<file path="config.mk">
export PLATFORM = sky130hd
export DESIGN_NAME = uart_rx_core
export DESIGN_NICKNAME = d
export VERILOG_FILES = /design/src/rtl/uart_pkg.sv /design/src/rtl/uart_rx_sampler.sv /design/src/rtl/uart_rx_core.sv
export SDC_FILE = /design/constraint.sdc
export NUM_CORES = 1
export LEC_CHECK = 0
export ABC_AREA = 1
export CAP_MARGIN = 20
export CORE_MARGIN = 2
export CORE_UTILIZATION = 42
export CTS_BUF_LIST = sky130_fd_sc_hd__clkbuf_4 sky130_fd_sc_hd__clkbuf_8
export DETAILED_ROUTE_END_ITERATION = 16
export HOLD_SLACK_MARGIN = 0.15
export PLACE_DENSITY = 0.67
export RECOVER_POWER = 100
export SETUP_SLACK_MARGIN = 0.1
export SLEW_MARGIN = 10
export SYNTH_ARGS = -nofsm -noshare
export SYNTH_HDL_FRONTEND = slang
export SYNTH_SLANG_ARGS = --single-unit
</file>
<file path="constraint.sdc">
create_clock -name clk -period 3.3 [get_ports clk]
set_clock_uncertainty 0.15 [all_clocks]
set_input_delay 0.825 -clock clk [delete_from_list [all_inputs] [get_ports clk]]
set_output_delay 0.825 -clock clk [all_outputs]
set_load 0.02 [all_outputs]
</file>
<file path="src/rtl/uart_pkg.sv">
// Shared UART receive types: state encoding, counter widths.
// Parity support in uart_rx_core is enabled by UART_RX_PARITY_EN.
package uart_pkg;

  localparam logic [2:0] ST_IDLE   = 3'd0;
  localparam logic [2:0] ST_START  = 3'd1;
  localparam logic [2:0] ST_DATA   = 3'd2;
  localparam logic [2:0] ST_PARITY = 3'd3;
  localparam logic [2:0] ST_STOP   = 3'd4;

  typedef enum logic [2:0] {
    IDLE   = ST_IDLE,
    START  = ST_START,
    DATA   = ST_DATA,
    PARITY = ST_PARITY,
    STOP   = ST_STOP
  } state_t;

  // Holds 0..9 data bits and the stop-bit index.
  localparam int BCNT_W = 4;

  function automatic int cnt_w(input int ovs);
    return (ovs > 1) ? $clog2(ovs) : 1;
  endfunction

endpackage

</file>
<file path="src/rtl/uart_rx_sampler.sv">
// RX front end: 2-flop synchroniser, falling-edge detect
// and 3-sample majority vote around the bit centre.
module uart_rx_sampler
  import uart_pkg::*;
#(
  parameter int OVS = 16,
  localparam int CW = cnt_w(OVS)
) (
  input  logic          clk,
  input  logic          arst_n,
  input  logic          tick,
  input  logic [CW-1:0] cnt,
  input  logic          rx,
  output logic          rx_s,
  output logic          fall,
  output logic          vote,
  output logic          bit_dec
);

  localparam logic [CW-1:0] C_LO  = CW'(OVS/2 - 1);
  localparam logic [CW-1:0] C_MID = CW'(OVS/2);
  localparam logic [CW-1:0] C_HI  = CW'(OVS/2 + 1);

  logic       r_meta;
  logic       r_sync;
  logic       r_prev;
  logic [1:0] r_smp;

  always_ff @(posedge clk or negedge arst_n) begin
    if (!arst_n) begin
      r_meta <= 1'b1;
      r_sync <= 1'b1;
      r_prev <= 1'b1;
      r_smp  <= 2'b00;
    end else begin
      r_meta <= rx;
      r_sync <= r_meta;
      r_prev <= r_sync;
      if (tick && cnt == C_LO)
        r_smp[0] <= r_sync;
      if (tick && cnt == C_MID)
        r_smp[1] <= r_sync;
    end
  end

  // Third sample is taken live on the deciding tick.
  assign rx_s    = r_sync;
  assign fall    = r_prev & ~r_sync;
  assign bit_dec = tick & (cnt == C_HI);
  assign vote    = (r_smp[0] & r_smp[1]) |
                   (r_smp[0] & r_sync)   |
                   (r_smp[1] & r_sync);

endmodule

</file>
<file path="src/rtl/uart_rx_core.sv">
// UART receive engine: start detect, LSB-first capture, 1/2 stop bits.
// Optional parity bit when UART_RX_PARITY_EN is defined.
module uart_rx_core
  import uart_pkg::*;
#(
  parameter int DATA_W    = 8,
  parameter int OVS       = 16,
  parameter int STOP_BITS = 1
) (
  input  logic              clk,
  input  logic              arst_n,
  input  logic              rst,
  input  logic              rx_en,
  input  logic              tick,
  input  logic              rx,
  input  logic              par_odd,
  output logic [DATA_W-1:0] data_out,
  output logic              valid,
  output logic              frame_err,
  output logic              parity_err,
  output logic              break_det,
  output logic              busy
);

  localparam int CW = cnt_w(OVS);
  localparam logic [CW-1:0]     C_END  = CW'(OVS - 1);
  localparam logic [BCNT_W-1:0] B_LAST = BCNT_W'(DATA_W - 1);
  localparam logic [BCNT_W-1:0] B_STOP = BCNT_W'(STOP_BITS - 1);

  state_t              r_state;
  logic [CW-1:0]       r_cnt;
  logic [BCNT_W-1:0]   r_bcnt;
  logic [DATA_W-1:0]   r_shift;
  logic                r_ferr;

  logic w_rx_s;
  logic w_fall;
  logic w_vote;
  logic w_bit_dec;
  logic w_bit_end;
  logic w_unused_rx;

  uart_rx_sampler #(
    .OVS(OVS)
  ) u_sampler (
    .clk     (clk),
    .arst_n  (arst_n),
    .tick    (tick),
    .cnt     (r_cnt),
    .rx      (rx),
    .rx_s    (w_rx_s),
    .fall    (w_fall),
    .vote    (w_vote),
    .bit_dec (w_bit_dec)
  );

  assign w_unused_rx = w_rx_s;
  assign w_bit_end   = tick & (r_cnt == C_END);
  assign busy        = (r_state != IDLE);

`ifdef UART_RX_PARITY_EN
  logic r_perr;
`else
  logic w_unused_par;
  assign w_unused_par = par_odd;
  assign parity_err   = 1'b0;
`endif

  always_ff @(posedge clk or negedge arst_n) begin
    if (!arst_n) begin
      r_state   <= IDLE;
      r_cnt     <= '0;
      r_bcnt    <= '0;
      r_shift   <= '0;
      r_ferr    <= 1'b0;
      data_out  <= '0;
      valid     <= 1'b0;
      frame_err <= 1'b0;
      break_det <= 1'b0;
`ifdef UART_RX_PARITY_EN
      r_perr     <= 1'b0;
      parity_err <= 1'b0;
`endif
    end else begin
      valid     <= 1'b0;
      frame_err <= 1'b0;
      break_det <= 1'b0;
`ifdef UART_RX_PARITY_EN
      parity_err <= 1'b0;
`endif
      if (rst || !rx_en) begin
        r_state <= IDLE;
        r_cnt   <= '0;
        r_bcnt  <= '0;
      end else begin
        if (r_state != IDLE && tick)
          r_cnt <= (r_cnt == C_END) ? '0 : r_cnt + 1'b1;
        unique case (r_state)
          IDLE: begin
            if (w_fall) begin
              r_state <= START;
              r_cnt   <= '0;
              r_ferr  <= 1'b0;
`ifdef UART_RX_PARITY_EN
              r_perr  <= 1'b0;
`endif
            end
          end
          START: begin
            if (w_bit_dec && w_vote) begin
              r_state <= IDLE;
              r_cnt   <= '0;
            end else if (w_bit_end) begin
              r_state <= DATA;
              r_bcnt  <= '0;
            end
          end
          DATA: begin
            if (w_bit_dec)
              r_shift <= {w_vote, r_shift[DATA_W-1:1]};
            if (w_bit_end) begin
              if (r_bcnt == B_LAST) begin
                r_bcnt  <= '0;
`ifdef UART_RX_PARITY_EN
                r_state <= PARITY;
`else
                r_state <= STOP;
`endif
              end else begin
                r_bcnt <= r_bcnt + 1'b1;
              end
            end
          end
`ifdef UART_RX_PARITY_EN
          PARITY: begin
            if (w_bit_dec)
              r_perr <= w_vote ^ (^r_shift) ^ par_odd;
            if (w_bit_end)
              r_state <= STOP;
          end
`endif
          STOP: begin
            if (w_bit_dec) begin
              if (!w_vote)
                r_ferr <= 1'b1;
              // Finish on the final stop bit's centre to catch a quick restart.
              if (r_bcnt == B_STOP) begin
                valid     <= 1'b1;
                data_out  <= r_shift;
                frame_err <= r_ferr | ~w_vote;
                break_det <= (r_shift == '0) & (r_ferr | ~w_vote);
`ifdef UART_RX_PARITY_EN
                parity_err <= r_perr;
`endif
                r_state   <= IDLE;
                r_cnt     <= '0;
                r_bcnt    <= '0;
              end
            end else if (w_bit_end) begin
              r_bcnt <= r_bcnt + 1'b1;
            end
          end
          default: r_state <= IDLE;
        endcase
      end
    end
  end

endmodule

</file>
# Yosys cells after proc, flatten, opt, wreduce, memory -nomap -nowiden
# Cells that the tools add are included.
# word_totals
regBits	36
input_bits	7
out_inout_bits	13
word_cells	109
# classes
addsub	2
n_eq_ne	21
mux	42
bitwise	13
n_reduce_logical	17
# op_table
op	n
$mux W4	15
$mux W3	8
$pmux W4 S3	2
$ne A3 B3 Y1 const B	6
$mux W1	15
$eq A4 B4 Y1 const B	3
$ne A4 B4 Y1 const B	3
$pmux W3 S4	1
$reduce_and A6 Y1	2
$add A4 B1 Y4 const B	2
$eq A4 B3 Y1 const B	2
$logic_not A8 Y1	1
$and A1 B1 Y1	7
$reduce_and A5 Y1	1
$logic_and A1 B1 Y1	4
$logic_not A4 Y1	1
$ne A2 B2 Y1 const B	2
$reduce_and A4 Y1	1
$reduce_bool A4 Y1	1
$eq A3 B1 Y1 const B	1
$eq A3 B2 Y1 const B	1
$eq A3 B3 Y1 const B	1
$logic_not A3 Y1	1
$ne A3 B2 Y1 const B	1
other kinds (9)	13

# Depth between registers and ports, before layout
# Gate-level depths: netlist of the first run.
# logic_depth
word_depth	10
ltp_mapped	11
mapped_depth_nobuf	11

# Modules after synthesis
# Synthesis of the first run repeated with hierarchy kept, for this count alone.
# hier_totals
hier_cells	223
area_unflattened_um2	1835.5
# modules_own_cells
mod	n_inst	cells_per_inst	area_per_inst_um2	seq_area_each_um2
uart_rx_core	1	200	1617.8	775.7
uart_rx_sampler	1	23	217.7	128.9

# Worst setup path before layout of the first run
# OpenSTA, ideal clock, no wires.
# synth_timing
path_kind	in2reg
from	in rst
to	reg r_state[1]
setup_ps	117
arrival_ps	1560
t_required_ps	3033
setup_slack_ps	1473
cell_stages	9
n_path_buf	0
path_cell_list	inv_1 > nand2_2 > nor2_4 > nand2_1 > nand2_1 > nor2_1 > nand2_1 > nand2_1 > nand2_1
# synth_between
elab_chain_cells	3
word_cells_on_any_way	9
cone_classes	eq/ne (6); mux (1); reduce/logical (2)
# synth_rtl
element	line_no	source
from (decl)	uart_rx_core.sv:12	input logic rst,
$logic_or A1 B1 Y1 (*)	uart_rx_core.sv:91	if (rst || !rx_en) begin
$ne A4 B4 Y1 (no line) (tied with other cells)	--	
$reduce_and A6 Y1 (no line)	--	
to (signal assigned)	uart_rx_core.sv:92	r_state <= IDLE;
to (signal assigned)	uart_rx_core.sv:101	r_state <= START;
to (signal assigned)	uart_rx_core.sv:111	r_state <= IDLE;
to (decl)	uart_rx_core.sv:30	state_t r_state;
# Every way passes the cells marked *; elsewhere a longest branch is shown, timed or not.
# A chain may end at the register's enable or synchronous reset.

# Worst setup path in the final report of the first run
# layout_timing
from	reg r_state[2]
to	out busy
# layout_between
elab_chain_cells	1
# layout_rtl
element	line_no	source
from (signal assigned)	uart_rx_core.sv:71	r_state <= IDLE;
from (signal assigned)	uart_rx_core.sv:92	
from (signal assigned)	uart_rx_core.sv:101	
$reduce_bool A3 Y1	uart_rx_core.sv:59	assign busy = (r_state != IDLE);
to (decl)	uart_rx_core.sv:22	output logic busy
# No other way between the ends.

==> impl_table.tex, run 1 <==
\begin{tabular}{lr}
\hline
Metric & Value \\
\hline
\multicolumn{2}{l}{\textbf{Floorplan}} \\
\quad Standard-cell rows & 24 \\
\quad Area of the die & 5250 um\^{}2 \\
\quad Std-Cell Core Area & 4440 um\^{}2 \\
\quad Die boundary width & 72.4 um \\
\quad Top-level I/O count & 20 \\
\quad Initial core utilization & 44.3\% \\
\quad Die outline height & 72.4 um \\
\multicolumn{2}{l}{\textbf{Critical path}} \\
\quad Ordered list of cells on the worst path & inv\_1 > nand2\_1 > dlygate4sd3\_1 \\
\quad Crit Path Max Fanout & 8 \\
\quad Crit. End Element & output port \\
\quad Worst EP arrival & 1.76 ns \\
\quad Startpoint-to-endpoint class of the critical path & reg -> out \\
\quad Cell family with the largest share of critical-path delay & buffers and inverters \\
\quad Crit-path max cell delay & 0.69 ns \\
\quad Combined buffer and inverter count along the critical path & 2 \\
\quad Critical Path Start Type & register \\
\quad Worst-path cell with the longest stage delay & sky130\_fd\_sc\_hd\_\_dlygate4sd3\_1 \\
\quad Critical Path RT & 2.32 ns \\
\multicolumn{2}{l}{\textbf{Cells and area}} \\
\quad Final cell count without fillers & 322 \\
\quad Share of cells above drive strength 1 & 8.52\% \\
\quad Layout overhead on the synthesized area & 12.2\% \\
\quad Diodes inserted & 0 \\
\quad Utilization after layout & 49.6\% \\
\quad Number of nets in the layout & 281 \\
\multicolumn{2}{l}{\textbf{Routing}} \\
\quad Routed wire per std cell & 11.4 um \\
\quad Remaining number of nets flagged by the antenna check after routing & 0 \\
\quad Initial DRT Pass Iterations & 4 \\
\quad Routed via count divided by cell count & 4.98 \\
\quad Number of design rule violations left after detail routing & 0 \\
\quad Via total after detailed routing & 1604 \\
\quad Iteration-0 DRC count of the detailed router & 93 \\
\quad WL final & 3660 um \\
\multicolumn{2}{l}{\textbf{Logic synthesis}} \\
\quad Cell area after synthesis & 1970 um\^{}2 \\
\quad Sequential fraction of the synthesis area & 46.0\% \\
\quad Mux cell area share after synthesis & 0\% \\
\quad Most used flip-flop cell after synthesis & sky130\_fd\_sc\_hd\_\_dfrtp\_1 \\
\quad Area share of the leading cell type in the synthesized netlist & 42.0\% \\
\quad Count of unique library cells instantiated by Yosys & 30 \\
\quad Post-synthesis async set-or-reset flop share & 100\% \\
\quad Cell count after synthesis & 248 \\
\quad Synthesis warning total & 0 \\
\quad Synthesis-stage register bit count & 36 \\
\quad Simple logic cell fraction of the synthesized area & 31.8\% \\
\quad Share of synthesized cell area in full adder, half adder and majority cells & 3.18\% \\
\quad Synth area leader & sky130\_fd\_sc\_hd\_\_dfrtp\_1 \\
\quad EDFF count, synth & 0 \\
\quad XOR/XNOR Fraction of Synth Area & 1.78\% \\
\quad Top cells by instance count after synthesis & sky130\_fd\_sc\_hd\_\_nand2\_1, sky130\_fd\_sc\_hd\_\_dfrtp\_1, sky130\_fd\_sc\_hd\_\_nor2\_1 \\
\quad Most area-consuming cells after synthesis & sky130\_fd\_sc\_hd\_\_dfrtp\_1, sky130\_fd\_sc\_hd\_\_nand2\_1, sky130\_fd\_sc\_hd\_\_nor2\_1 \\
\quad Net count after synthesis & 260 \\
\quad Most repeated cell in the gate-level netlist after synthesis & sky130\_fd\_sc\_hd\_\_nand2\_1 \\
\quad Post-synthesis average cell area & 7.93 um\^{}2 \\
\quad Dominant combinational cell family by area after synthesis & simple AND/OR/NAND/NOR gates \\
\quad Complex-gate fraction of the synthesized area & 9.41\% \\
\multicolumn{2}{l}{\textbf{Clock tree}} \\
\quad Post-CTS Setup Inserts & 0 \\
\quad CTS clock-pin slew for the worst setup and hold paths & 0.07 ns \\
\quad Maximum buffer depth of the clock tree & 2 \\
\quad Clock Latency Late Sink & 0.29 ns \\
\quad Buffer cell driving the clock tree root & sky130\_fd\_sc\_hd\_\_clkbuf\_8 \\
\quad Number of gates resized after cts & 0 \\
\quad \# H-tree levels & 2 \\
\quad CTS tree & built \\
\quad Hold-fix buffers at CTS & 0 \\
\quad Inserted Clock Buffers & 5 \\
\quad Clock Sink Count & 36 \\
\multicolumn{2}{l}{\textbf{GRT}} \\
\quad First-pass GRT wire length & 6520 um \\
\quad Via count of the first global-routing pass & 1467 \\
\quad Initial antenna violation count & 0 \\
\quad Largest net degree at the start of global routing & 37 \\
\quad Total global routing track utilization & 16.1\% \\
\quad GR Overflow Total & 0 \\
\multicolumn{2}{l}{\textbf{Placement}} \\
\quad Placed wire-length estimate after detailed placement & 2710 um \\
\quad Pre-CTS setup slack & 0.762 ns \\
\quad Placer congestion estimate & 0.928 \\
\quad Port bufs & 17 \\
\quad DP Cell Count & 314 \\
\multicolumn{2}{l}{\textbf{Run}} \\
\quad Number of violations of the max-capacitance limit & 0 \\
\multicolumn{2}{l}{\textbf{Pwr}} \\
\quad Combinational share of power & 7.9\% \\
\quad Clock group share of total power & 38.3\% \\
\quad Seq pwr share & 53.8\% \\
\quad Leak Pwr & 1.09 nW \\
\quad Switching Fraction & 24.8\% \\
\quad Internal power summed over all cells & 0.640 mW \\
\quad PD cells & 386 nW/um\^{}2 \\
\quad Net switching power of the design & 0.211 mW \\
\quad Worst ir drop on vdd & 0.254 mV \\
\multicolumn{2}{l}{\textbf{Hold path}} \\
\quad Path type of the worst min-delay path & reg -> reg \\
\multicolumn{2}{l}{\textbf{Timing}} \\
\quad Max frequency & 365 MHz \\
\quad Worst setup slack after layout & 0.562 ns \\
\quad Post-route setup TNS & 0 ns \\
\quad Fraction of the cycle the final worst path needs & 83.0\% \\
\quad Setup violation total in the final timing report & 0 \\
\quad Worst-case headroom to the max-slew limit & 62.7\% \\
\quad Final Max Slew Viols & 0 \\
\quad Number of hold-slack violations in the final timing report & 0 \\
\quad Measured slew at the worst slew-check pin & 0.559 ns \\
\quad Shortest period the worst path allows & 2.74 ns \\
\quad Setup repair after global routing missed its margin & false \\
\multicolumn{2}{l}{\textbf{Run status}} \\
\quad Outcome & finished clean \\
\hline
\end{tabular}
## cells by family (layout without fill, tap and decap cells)
kind of cell               count (synthesis)  after routing
xor gates and xnor gates                   4              4
adders and majority gates                  5              5
buffers and inverters                     32             54
and+or+nand+nor                          139            139
other                                      1              1
DFF                                       36             36
AOI/OAI and AO/OA                         31             31
## worst reg2reg max path: cells and delay by family, from the launching register on
kind                       cells  cell delay (ns)
DFF                            1             0.40
buffers and inverters          2             0.34
adders and majority gates      1             0.17
and+or+nand+nor                5             0.89
## metrics by stage
stage | area, um^2 | power [mW] | hold WS (ns)
5_1_grt | 2210 | 0.887 | 0.223
6_report | 2210 | 0.851 | 0.211
2_1_floorplan | 1970 | 0.508 | 0.195
3_5_place_dp | 2160 | 0.535 | 0.197
3_3_place_gp | 2160 | 0.535 | 0.196
4_1_cts | 2260 | 0.862 | 0.208
## power by group through the flow
stage | clock network (mW) | registers (mW) | logic [mW]
2_1_floorplan | 0 | 0.464 | 0.0435
3_3_place_gp | 0 | 0.466 | 0.0694
3_5_place_dp | 0 | 0.466 | 0.0695
4_1_cts | 0.335 | 0.458 | 0.0697
5_1_grt | 0.351 | 0.459 | 0.0772
6_report | 0.326 | 0.458 | 0.0671
## layer usage
layer  routed length [um]  global-route usage, %  part of all wire, %  vias to the layer above
li1                     -                      -                    -                      818
met1                 1810                   21.6                   49                      752
met2                 1640                   25.0                   45                       27
met3                  131                   4.17                  3.6                        7
met4                   79                   6.79                  2.2                        0
met5                    0                      0                    0                        -
## layout by cell type (no fill, tap or decap)
| master | synthesis | final |
|---|---|---|
| sky130_fd_sc_hd__a21oi_2 | 1 | 1 |
| sky130_fd_sc_hd__conb_1 | 1 | 1 |
| sky130_fd_sc_hd__nor2_4 | 3 | 2 |
| sky130_fd_sc_hd__dfstp_2 | 3 | 2 |
| sky130_fd_sc_hd__nor2_1 | 33 | 34 |
| sky130_fd_sc_hd__dfrtp_1 | 33 | 33 |
| sky130_fd_sc_hd__nor3_2 | 1 | 1 |
| sky130_fd_sc_hd__nand3_1 | 12 | 13 |
| sky130_fd_sc_hd__clkdlybuf4s50_1 | 0 | 2 |
| sky130_fd_sc_hd__nand3b_1 | 2 | 2 |
| sky130_fd_sc_hd__nor4_1 | 1 | 1 |
| sky130_fd_sc_hd__inv_2 | 1 | 1 |
| sky130_fd_sc_hd__o21ai_1 | 7 | 1 |
| sky130_fd_sc_hd__xor2_1 | 4 | 4 |
| sky130_fd_sc_hd__nand2_2 | 6 | 4 |
| sky130_fd_sc_hd__nor2_2 | 2 | 2 |
| sky130_fd_sc_hd__o21ai_2 | 6 | 1 |
| sky130_fd_sc_hd__dfstp_1 | 0 | 1 |
| sky130_fd_sc_hd__a21oi_1 | 8 | 8 |
| sky130_fd_sc_hd__clkbuf_4 | 0 | 2 |
| sky130_fd_sc_hd__clkinv_4 | 0 | 1 |
| sky130_fd_sc_hd__dlygate4sd3_1 | 0 | 15 |
| sky130_fd_sc_hd__nand2_1 | 72 | 75 |
| sky130_fd_sc_hd__nor3_1 | 3 | 3 |
| sky130_fd_sc_hd__nand4_1 | 2 | 2 |
| sky130_fd_sc_hd__a21boi_1 | 1 | 1 |
| sky130_fd_sc_hd__buf_4 | 1 | 1 |
| sky130_fd_sc_hd__inv_1 | 27 | 27 |
| sky130_fd_sc_hd__o21ai_0 | 7 | 18 |
| sky130_fd_sc_hd__clkbuf_8 | 0 | 5 |
| sky130_fd_sc_hd__o22ai_1 | 1 | 1 |
| sky130_fd_sc_hd__ha_1 | 5 | 5 |
## state kept, by name, summed over array words and instances, names as in the netlist
signal            cells
frame_err             1
r_state               3
u_sampler.r_smp       2
r_cnt                 4
r_ferr                1
u_sampler.rx_s        1
u_sampler.r_meta      1
break_det             1
data_out              8
r_bcnt                4
u_sampler.r_prev      1
valid                 1
r_shift               8
## final timing paths
check	from	end	slack (ns)	cells past startpoint
worst max register to register	r_cnt[1]	data_out[5]	1.29	8
worst max-delay path	r_state[2]	busy	0.56	3
min in group asynchronous	arst_n	r_cnt[2]	0.86	2
max in group asynchronous	arst_n	u_sampler.r_prev	1.79	2
worst min register to register	u_sampler.r_meta	u_sampler.rx_s	0.21	0
worst min-delay path	u_sampler.r_meta	u_sampler.rx_s	0.21	0
## cell type report
| cell class | instances | area, um^2 |
|---|---|---|
| clock buffers | 7 | 83.8 |
| inverters | 28 | 105 |
| multi-input cells | 180 | 861 |
| fillers | 443 | 2240 |
| flip-flops and latches | 36 | 905 |
| clock inverters | 1 | 8.76 |
| repair buffers | 18 | 178 |
| well taps | 52 | 65.1 |
Note: power is estimated with default switching activity, not from simulation.
==> run 2: changes to the inputs <==
Settings changed: PLACE_DENSITY 0.67 to 0.69.
Clock period 3.3 ns to 2.45 ns, I/O delays scaled along.
==> impl_table.tex, run 2 (synthesis gave the netlist of run 1 again) <==
\begin{tabular}{lr}
\hline
Metric & Value \\
\hline
\multicolumn{2}{l}{\textbf{Routing}} \\
\quad Initial DRT Pass Iterations & 4 \\
\quad Iteration-0 DRC count of the detailed router & 83 \\
\quad Number of design rule violations left after detail routing & 0 \\
\quad WL final & 3650 um \\
\quad Routed wire per std cell & 11.3 um \\
\quad Remaining number of nets flagged by the antenna check after routing & 0 \\
\quad Via total after detailed routing & 1568 \\
\quad Routed via count divided by cell count & 4.87 \\
\multicolumn{2}{l}{\textbf{Cells and area}} \\
\quad Layout overhead on the synthesized area & 12.7\% \\
\quad Final instance area & 2220 um\^{}2 \\
\quad Biggest registers after layout & data\_out (8), r\_shift (8) \\
\quad Commonest cells after routing, fill and taps aside & sky130\_fd\_sc\_hd\_\_nand2\_1, sky130\_fd\_sc\_hd\_\_nor2\_1, sky130\_fd\_sc\_hd\_\_dfrtp\_1 \\
\quad Share of cells above drive strength 1 & 9.63\% \\
\quad Leading cell type in the layout, fill and taps excluded & sky130\_fd\_sc\_hd\_\_nand2\_1 \\
\quad Utilization after layout & 49.9\% \\
\quad Diodes inserted & 0 \\
\quad Final cell count without fillers & 322 \\
\quad Number of nets in the layout & 282 \\
\quad Fill cells & 435 \\
\multicolumn{2}{l}{\textbf{GRT}} \\
\quad Via count of the first global-routing pass & 1544 \\
\quad GR Layer Usage met3 & 3.89\% \\
\quad GRT met2 Usage & 24.7\% \\
\quad Busiest layer in global routing & met2 \\
\quad Largest net degree at the start of global routing & 37 \\
\quad Initial antenna violation count & 0 \\
\quad GR Overflow Total & 0 \\
\quad Total global routing track utilization & 16.6\% \\
\quad Global routing usage on met1 & 23.4\% \\
\quad First-pass GRT wire length & 6790 um \\
\multicolumn{2}{l}{\textbf{Clock tree}} \\
\quad CTS clock-pin slew for the worst setup and hold paths & 0.07 ns \\
\quad CTS tree & built \\
\quad Maximum buffer depth of the clock tree & 2 \\
\quad Clock Sink Count & 36 \\
\quad Clock Latency Late Sink & 0.29 ns \\
\quad Buffer cell driving the clock tree root & sky130\_fd\_sc\_hd\_\_clkbuf\_8 \\
\quad Hold-fix buffers at CTS & 0 \\
\quad Inserted Clock Buffers & 5 \\
\quad \# H-tree levels & 2 \\
\multicolumn{2}{l}{\textbf{Floorplan}} \\
\quad Die outline height & 72.4 um \\
\quad Top-level I/O count & 20 \\
\quad Initial core utilization & 44.3\% \\
\quad Std-Cell Core Area & 4440 um\^{}2 \\
\quad Die boundary width & 72.4 um \\
\quad Standard-cell rows & 24 \\
\quad Area of the die & 5250 um\^{}2 \\
\multicolumn{2}{l}{\textbf{Hold path}} \\
\quad Path type of the worst min-delay path & reg -> reg \\
\quad Hold path startpoint & u\_sampler.r\_meta \\
\multicolumn{2}{l}{\textbf{Timing}} \\
\quad Worst-case headroom to the max-slew limit & 42.7\% \\
\quad Max frequency & 444 MHz \\
\quad Shortest period the worst path allows & 2.25 ns \\
\quad Number of hold-slack violations in the final timing report & 0 \\
\quad Measured slew at the worst slew-check pin & 0.860 ns \\
\quad Setup repair after global routing missed its margin & false \\
\quad Setup violation total in the final timing report & 0 \\
\quad Final Max Slew Viols & 0 \\
\quad Post-route setup TNS & 0 ns \\
\quad Fraction of the cycle the final worst path needs & 92.0\% \\
\multicolumn{2}{l}{\textbf{Placement}} \\
\quad Placer congestion estimate & 0.937 \\
\quad DP Cell Count & 315 \\
\quad Placed wire-length estimate after detailed placement & 2750 um \\
\quad Port bufs & 17 \\
\quad Instance area after placement & 2170 um\^{}2 \\
\multicolumn{2}{l}{\textbf{Critical path}} \\
\quad Combined buffer and inverter count along the critical path & 1 \\
\quad Worst-case register-to-register setup slack & 0.63 ns \\
\quad Launch point of the worst reg-to-reg path & r\_cnt[1] \\
\quad Crit-path max cell delay & 0.46 ns \\
\quad Ordered list of cells on the worst path & nor2\_1 > nand2\_1 > dlygate4sd2\_1 \\
\quad Crit. End Element & output port \\
\quad Critical Path RT & 1.69 ns \\
\quad R2R depth & 11 \\
\quad Worst EP arrival & 1.49 ns \\
\quad Crit Path Max Fanout & 7 \\
\quad Capturing point of the worst reg2reg path & r\_state[2] \\
\quad Capture point of the worst path & busy \\
\quad Worst-path cell with the longest stage delay & sky130\_fd\_sc\_hd\_\_dfrtp\_1 \\
\quad Startpoint-to-endpoint class of the critical path & reg -> out \\
\quad Setup crit start & r\_state[1] \\
\quad Cell family with the largest share of critical-path delay & flip-flops \\
\quad Instance count on the critical path & 3 \\
\quad Critical Path Start Type & register \\
\multicolumn{2}{l}{\textbf{Pwr}} \\
\quad Leak Pwr & 1.11 nW \\
\quad Worst ir drop on vdd & 0.397 mV \\
\quad PD cells & 498 nW/um\^{}2 \\
\quad Post-layout total power & 1.11 mW \\
\multicolumn{2}{l}{\textbf{Run}} \\
\quad Number of violations of the max-capacitance limit & 0 \\
\multicolumn{2}{l}{\textbf{Run status}} \\
\quad Outcome & finished clean \\
\hline
\end{tabular}
## run 2: where the power goes
| group | internal, mW | leakage [nW] | switching [mW] |
|---|---|---|---|
| Sequential | 0.607 | 0.484 | 0.00833 |
| Combinational | 0.0287 | 0.578 | 0.0618 |
| Clock | 0.204 | 0.0445 | 0.195 |
## run 2: final cells by class
type                       count  area, um^2  area share (%)
multi-input combinational    180         880            39.7
clock buffer                   6        76.3            3.44
timing repair buffer          19         181            8.18
inverter                      28         105            4.74
clock inverter                 1        5.00           0.226
sequential                    36         905            40.8
tap                           52        65.1            2.93
## run 2: how the worst min path moves through the flow
stage,cells after the start,to
CTS,0,u_sampler.rx_s
floorplan,0,break_det
global placement,0,u_sampler.rx_s
finish,0,u_sampler.rx_s
detailed placement,0,u_sampler.rx_s
global route,0,u_sampler.rx_s
## run 2: repair_timing
item | 4_1_cts | 5_1_grt
endpoints found under the hold margin | 0 | 0
setup buffers | 0 | 0
gates resized for setup | 1 | 0
endpoints found under the setup margin | 1 | 0
## run 2: layer usage
layer | vias up | share of wire (%)
li1 | 817 | -
met1 | 714 | 52
met5 | - | 0
met2 | 32 | 43
met3 | 5 | 4.1
met4 | 0 | 1.3
## run 2: stage by stage
| step | hold WS, ns | worst slack [ns] |
|---|---|---|
| 3_3_place_gp | 0.200 | 0.138 |
| 2_1_floorplan | 0.167 | 0.836 |
| 4_1_cts | 0.208 | 0.250 |
| 5_1_grt | 0.214 | 0.111 |
| 3_5_place_dp | 0.198 | 0.106 |
| 6_report | 0.212 | 0.196 |
## run 2: worst reg2reg max path, cell delays in order (launching register included)
cell and delay [ns]:
sky130_fd_sc_hd__dfrtp_1 0.41, sky130_fd_sc_hd__inv_1 0.10, sky130_fd_sc_hd__ha_1 0.17, sky130_fd_sc_hd__inv_1 0.04, sky130_fd_sc_hd__nor2_1 0.10, sky130_fd_sc_hd__nand2_2 0.09
sky130_fd_sc_hd__nor2_1 0.17, sky130_fd_sc_hd__nor2_1 0.07, sky130_fd_sc_hd__nor2_1 0.19, sky130_fd_sc_hd__nand2_1 0.10, sky130_fd_sc_hd__nand2_1 0.07, sky130_fd_sc_hd__nand2_1 0.04
==> run 3: changes to the inputs <==
Settings changed: PLACE_DENSITY 0.69 to default.
==> impl_table.tex, run 3 (synthesis gave the netlist of run 1 again) <==
\begin{tabular}{lr}
\hline
Metric & Value \\
\hline
\multicolumn{2}{l}{\textbf{Critical path}} \\
\quad Setup crit start & tick \\
\quad Launch point of the worst reg-to-reg path & r\_cnt[0] \\
\quad Crit. End Element & register \\
\quad Critical Path Start Type & input port \\
\quad Worst-path cell with the longest stage delay & sky130\_fd\_sc\_hd\_\_dlygate4sd3\_1 \\
\quad Worst EP arrival & 2.19 ns \\
\quad Capturing point of the worst reg2reg path & r\_state[1] \\
\quad Critical Path RT & 2.48 ns \\
\quad Capture point of the worst path & r\_state[1] \\
\quad Instance count on the critical path & 10 \\
\quad Ordered list of cells on the worst path & dlygate4sd3\_1 > nand2\_1 > inv\_1 > nand2\_2 > nand2\_1 > nand2\_1 > nor2\_1 > nand2\_1 > nand2\_1 > nand2\_1 \\
\quad Startpoint-to-endpoint class of the critical path & in -> reg \\
\quad Worst-case register-to-register setup slack & 0.64 ns \\
\quad Crit-path max cell delay & 0.58 ns \\
\quad Cell family with the largest share of critical-path delay & simple AND/OR/NAND/NOR gates \\
\quad Combined buffer and inverter count along the critical path & 2 \\
\quad R2R depth & 10 \\
\quad Crit Path Max Fanout & 5 \\
\quad Cell occurring most often along the worst timing path & sky130\_fd\_sc\_hd\_\_nand2\_1 \\
\multicolumn{2}{l}{\textbf{Clock tree}} \\
\quad Buffer cell driving the clock tree root & sky130\_fd\_sc\_hd\_\_clkbuf\_8 \\
\quad Post-CTS Setup Inserts & 0 \\
\quad \# H-tree levels & 2 \\
\quad Maximum buffer depth of the clock tree & 2 \\
\quad CTS tree & built \\
\quad CTS clock-pin slew for the worst setup and hold paths & 0.07 ns \\
\quad Inserted Clock Buffers & 5 \\
\quad Clock Latency Late Sink & 0.29 ns \\
\quad Clock Sink Count & 36 \\
\multicolumn{2}{l}{\textbf{Timing}} \\
\quad Worst setup slack after layout & 0.296 ns \\
\quad Measured slew at the worst slew-check pin & 1.08 ns \\
\quad Final Max Slew Viols & 0 \\
\quad Fraction of the cycle the final worst path needs & 87.9\% \\
\quad Post-route setup TNS & 0 ns \\
\quad Max frequency & 464 MHz \\
\quad Setup violation total in the final timing report & 0 \\
\quad Worst-case headroom to the max-slew limit & 27.7\% \\
\quad Number of hold-slack violations in the final timing report & 0 \\
\quad Setup repair after global routing missed its margin & false \\
\quad Shortest period the worst path allows & 2.15 ns \\
\multicolumn{2}{l}{\textbf{Routing}} \\
\quad Initial DRT Pass Iterations & 4 \\
\quad Number of design rule violations left after detail routing & 0 \\
\quad Remaining number of nets flagged by the antenna check after routing & 0 \\
\quad Routed via count divided by cell count & 4.87 \\
\quad Via total after detailed routing & 1582 \\
\quad WL final & 3920 um \\
\quad Routed wire per std cell & 12.1 um \\
\quad Iteration-0 DRC count of the detailed router & 94 \\
\multicolumn{2}{l}{\textbf{Cells and area}} \\
\quad Layout overhead on the synthesized area & 16.9\% \\
\quad Utilization after layout & 51.7\% \\
\quad Diodes inserted & 0 \\
\quad Number of nets in the layout & 284 \\
\quad Share of cells above drive strength 1 & 10.3\% \\
\quad Final cell count without fillers & 325 \\
\quad Commonest cells after routing, fill and taps aside & sky130\_fd\_sc\_hd\_\_nand2\_1, sky130\_fd\_sc\_hd\_\_nor2\_1, sky130\_fd\_sc\_hd\_\_dfrtp\_1 \\
\quad Leading cell type in the layout, fill and taps excluded & sky130\_fd\_sc\_hd\_\_nand2\_1 \\
\quad Biggest registers after layout & data\_out (8), r\_shift (8) \\
\multicolumn{2}{l}{\textbf{Placement}} \\
\quad Placed wire-length estimate after detailed placement & 2970 um \\
\quad Placer congestion estimate & 0.927 \\
\quad Pre-CTS setup slack & 0.121 ns \\
\quad Port bufs & 17 \\
\quad DP Cell Count & 316 \\
\multicolumn{2}{l}{\textbf{GRT}} \\
\quad Initial antenna violation count & 0 \\
\quad Via count of the first global-routing pass & 1476 \\
\quad First-pass GRT wire length & 6830 um \\
\quad Total global routing track utilization & 16.7\% \\
\quad Largest net degree at the start of global routing & 20 \\
\quad GR Overflow Total & 0 \\
\multicolumn{2}{l}{\textbf{Hold path}} \\
\quad Path type of the worst min-delay path & reg -> reg \\
\multicolumn{2}{l}{\textbf{Run}} \\
\quad Number of violations of the max-capacitance limit & 0 \\
\multicolumn{2}{l}{\textbf{Pwr}} \\
\quad Post-layout total power & 1.29 mW \\
\quad Leak Pwr & 1.15 nW \\
\quad Worst ir drop on vdd & 0.437 mV \\
\quad PD cells & 560 nW/um\^{}2 \\
\multicolumn{2}{l}{\textbf{Run status}} \\
\quad Outcome & finished clean \\
\multicolumn{2}{l}{\textbf{Floorplan}} \\
\quad Std-Cell Core Area & 4440 um\^{}2 \\
\quad Top-level I/O count & 20 \\
\quad Initial core utilization & 44.3\% \\
\quad Die outline height & 72.4 um \\
\quad Die boundary width & 72.4 um \\
\quad Area of the die & 5250 um\^{}2 \\
\quad Standard-cell rows & 24 \\
\hline
\end{tabular}
## run 3: cell types whose count changed in the layout (fill, tap and decap cells not counted)
| cell | delta |
|---|---|
| sky130_fd_sc_hd__clkbuf_8 | +2 |
| sky130_fd_sc_hd__clkinv_2 | -1 |
| sky130_fd_sc_hd__nand3_4 | +1 |
| sky130_fd_sc_hd__dlygate4sd2_1 | -1 |
| sky130_fd_sc_hd__clkbuf_4 | -1 |
| sky130_fd_sc_hd__bufinv_16 | +1 |
| sky130_fd_sc_hd__nand3_2 | -1 |
| sky130_fd_sc_hd__clkbuf_2 | -1 |
| sky130_fd_sc_hd__dlymetal6s2s_1 | +1 |
| sky130_fd_sc_hd__buf_12 | +1 |
| sky130_fd_sc_hd__buf_4 | +1 |
| sky130_fd_sc_hd__clkbuf_1 | +1 |
## run 3: final cells by class
| type | count | area [um^2] |
|---|---|---|
| Fill cell | 440 | 2140 |
| Sequential cell | 36 | 905 |
| Multi-Input combinational cell | 180 | 887 |
| Timing Repair Buffer | 21 | 211 |
| Inverter | 28 | 105 |
| Clock buffer | 7 | 96.3 |
| Tap cell | 52 | 65.1 |
| Clock inverter | 1 | 30.0 |
## run 3: worst min-delay path by stage
stage	startpoint	endpoint	slack [ns]	depth (start not counted)
floorplan	arst_n	break_det	0.17	0
global placement	u_sampler.r_meta	u_sampler.rx_s	0.20	0
detailed placement	u_sampler.r_meta	u_sampler.rx_s	0.20	0
CTS	u_sampler.r_meta	u_sampler.rx_s	0.21	0
global route	u_sampler.r_meta	u_sampler.rx_s	0.21	0
finish	u_sampler.r_meta	u_sampler.rx_s	0.21	0
## run 3: timing repair
item | 4_1_cts | 5_1_grt
hold buffers | 1 | 0
resized for setup | 0 | 1
endpoints found under the hold margin | 15 | 0
setup endpoints to repair | 0 | 1
## run 3: power breakdown
part / switching [mW] / leakage, nW / internal, mW
sequential: 0.00755 / 0.484 / 0.607
combinational: 0.0651 / 0.603 / 0.0330
clock: 0.215 / 0.0645 / 0.359
total: 0.288 / 1.15 / 0.999
## run 3: layer usage
layer  vias up  wire (um)  GRT usage (%)
li1        821          -              -
met1       729       2010           24.4
met2        27       1680           24.9
met3         5        191           4.31
met4         0         43           4.32
met5         -          0              0
## run 3: through the flow
stage / hold slack, ns / area (um^2)
floorplan: 0.167 / 1970
global placement: 0.197 / 2190
detailed placement: 0.198 / 2190
CTS: 0.208 / 2320
global route: 0.215 / 2300
finish: 0.213 / 2300
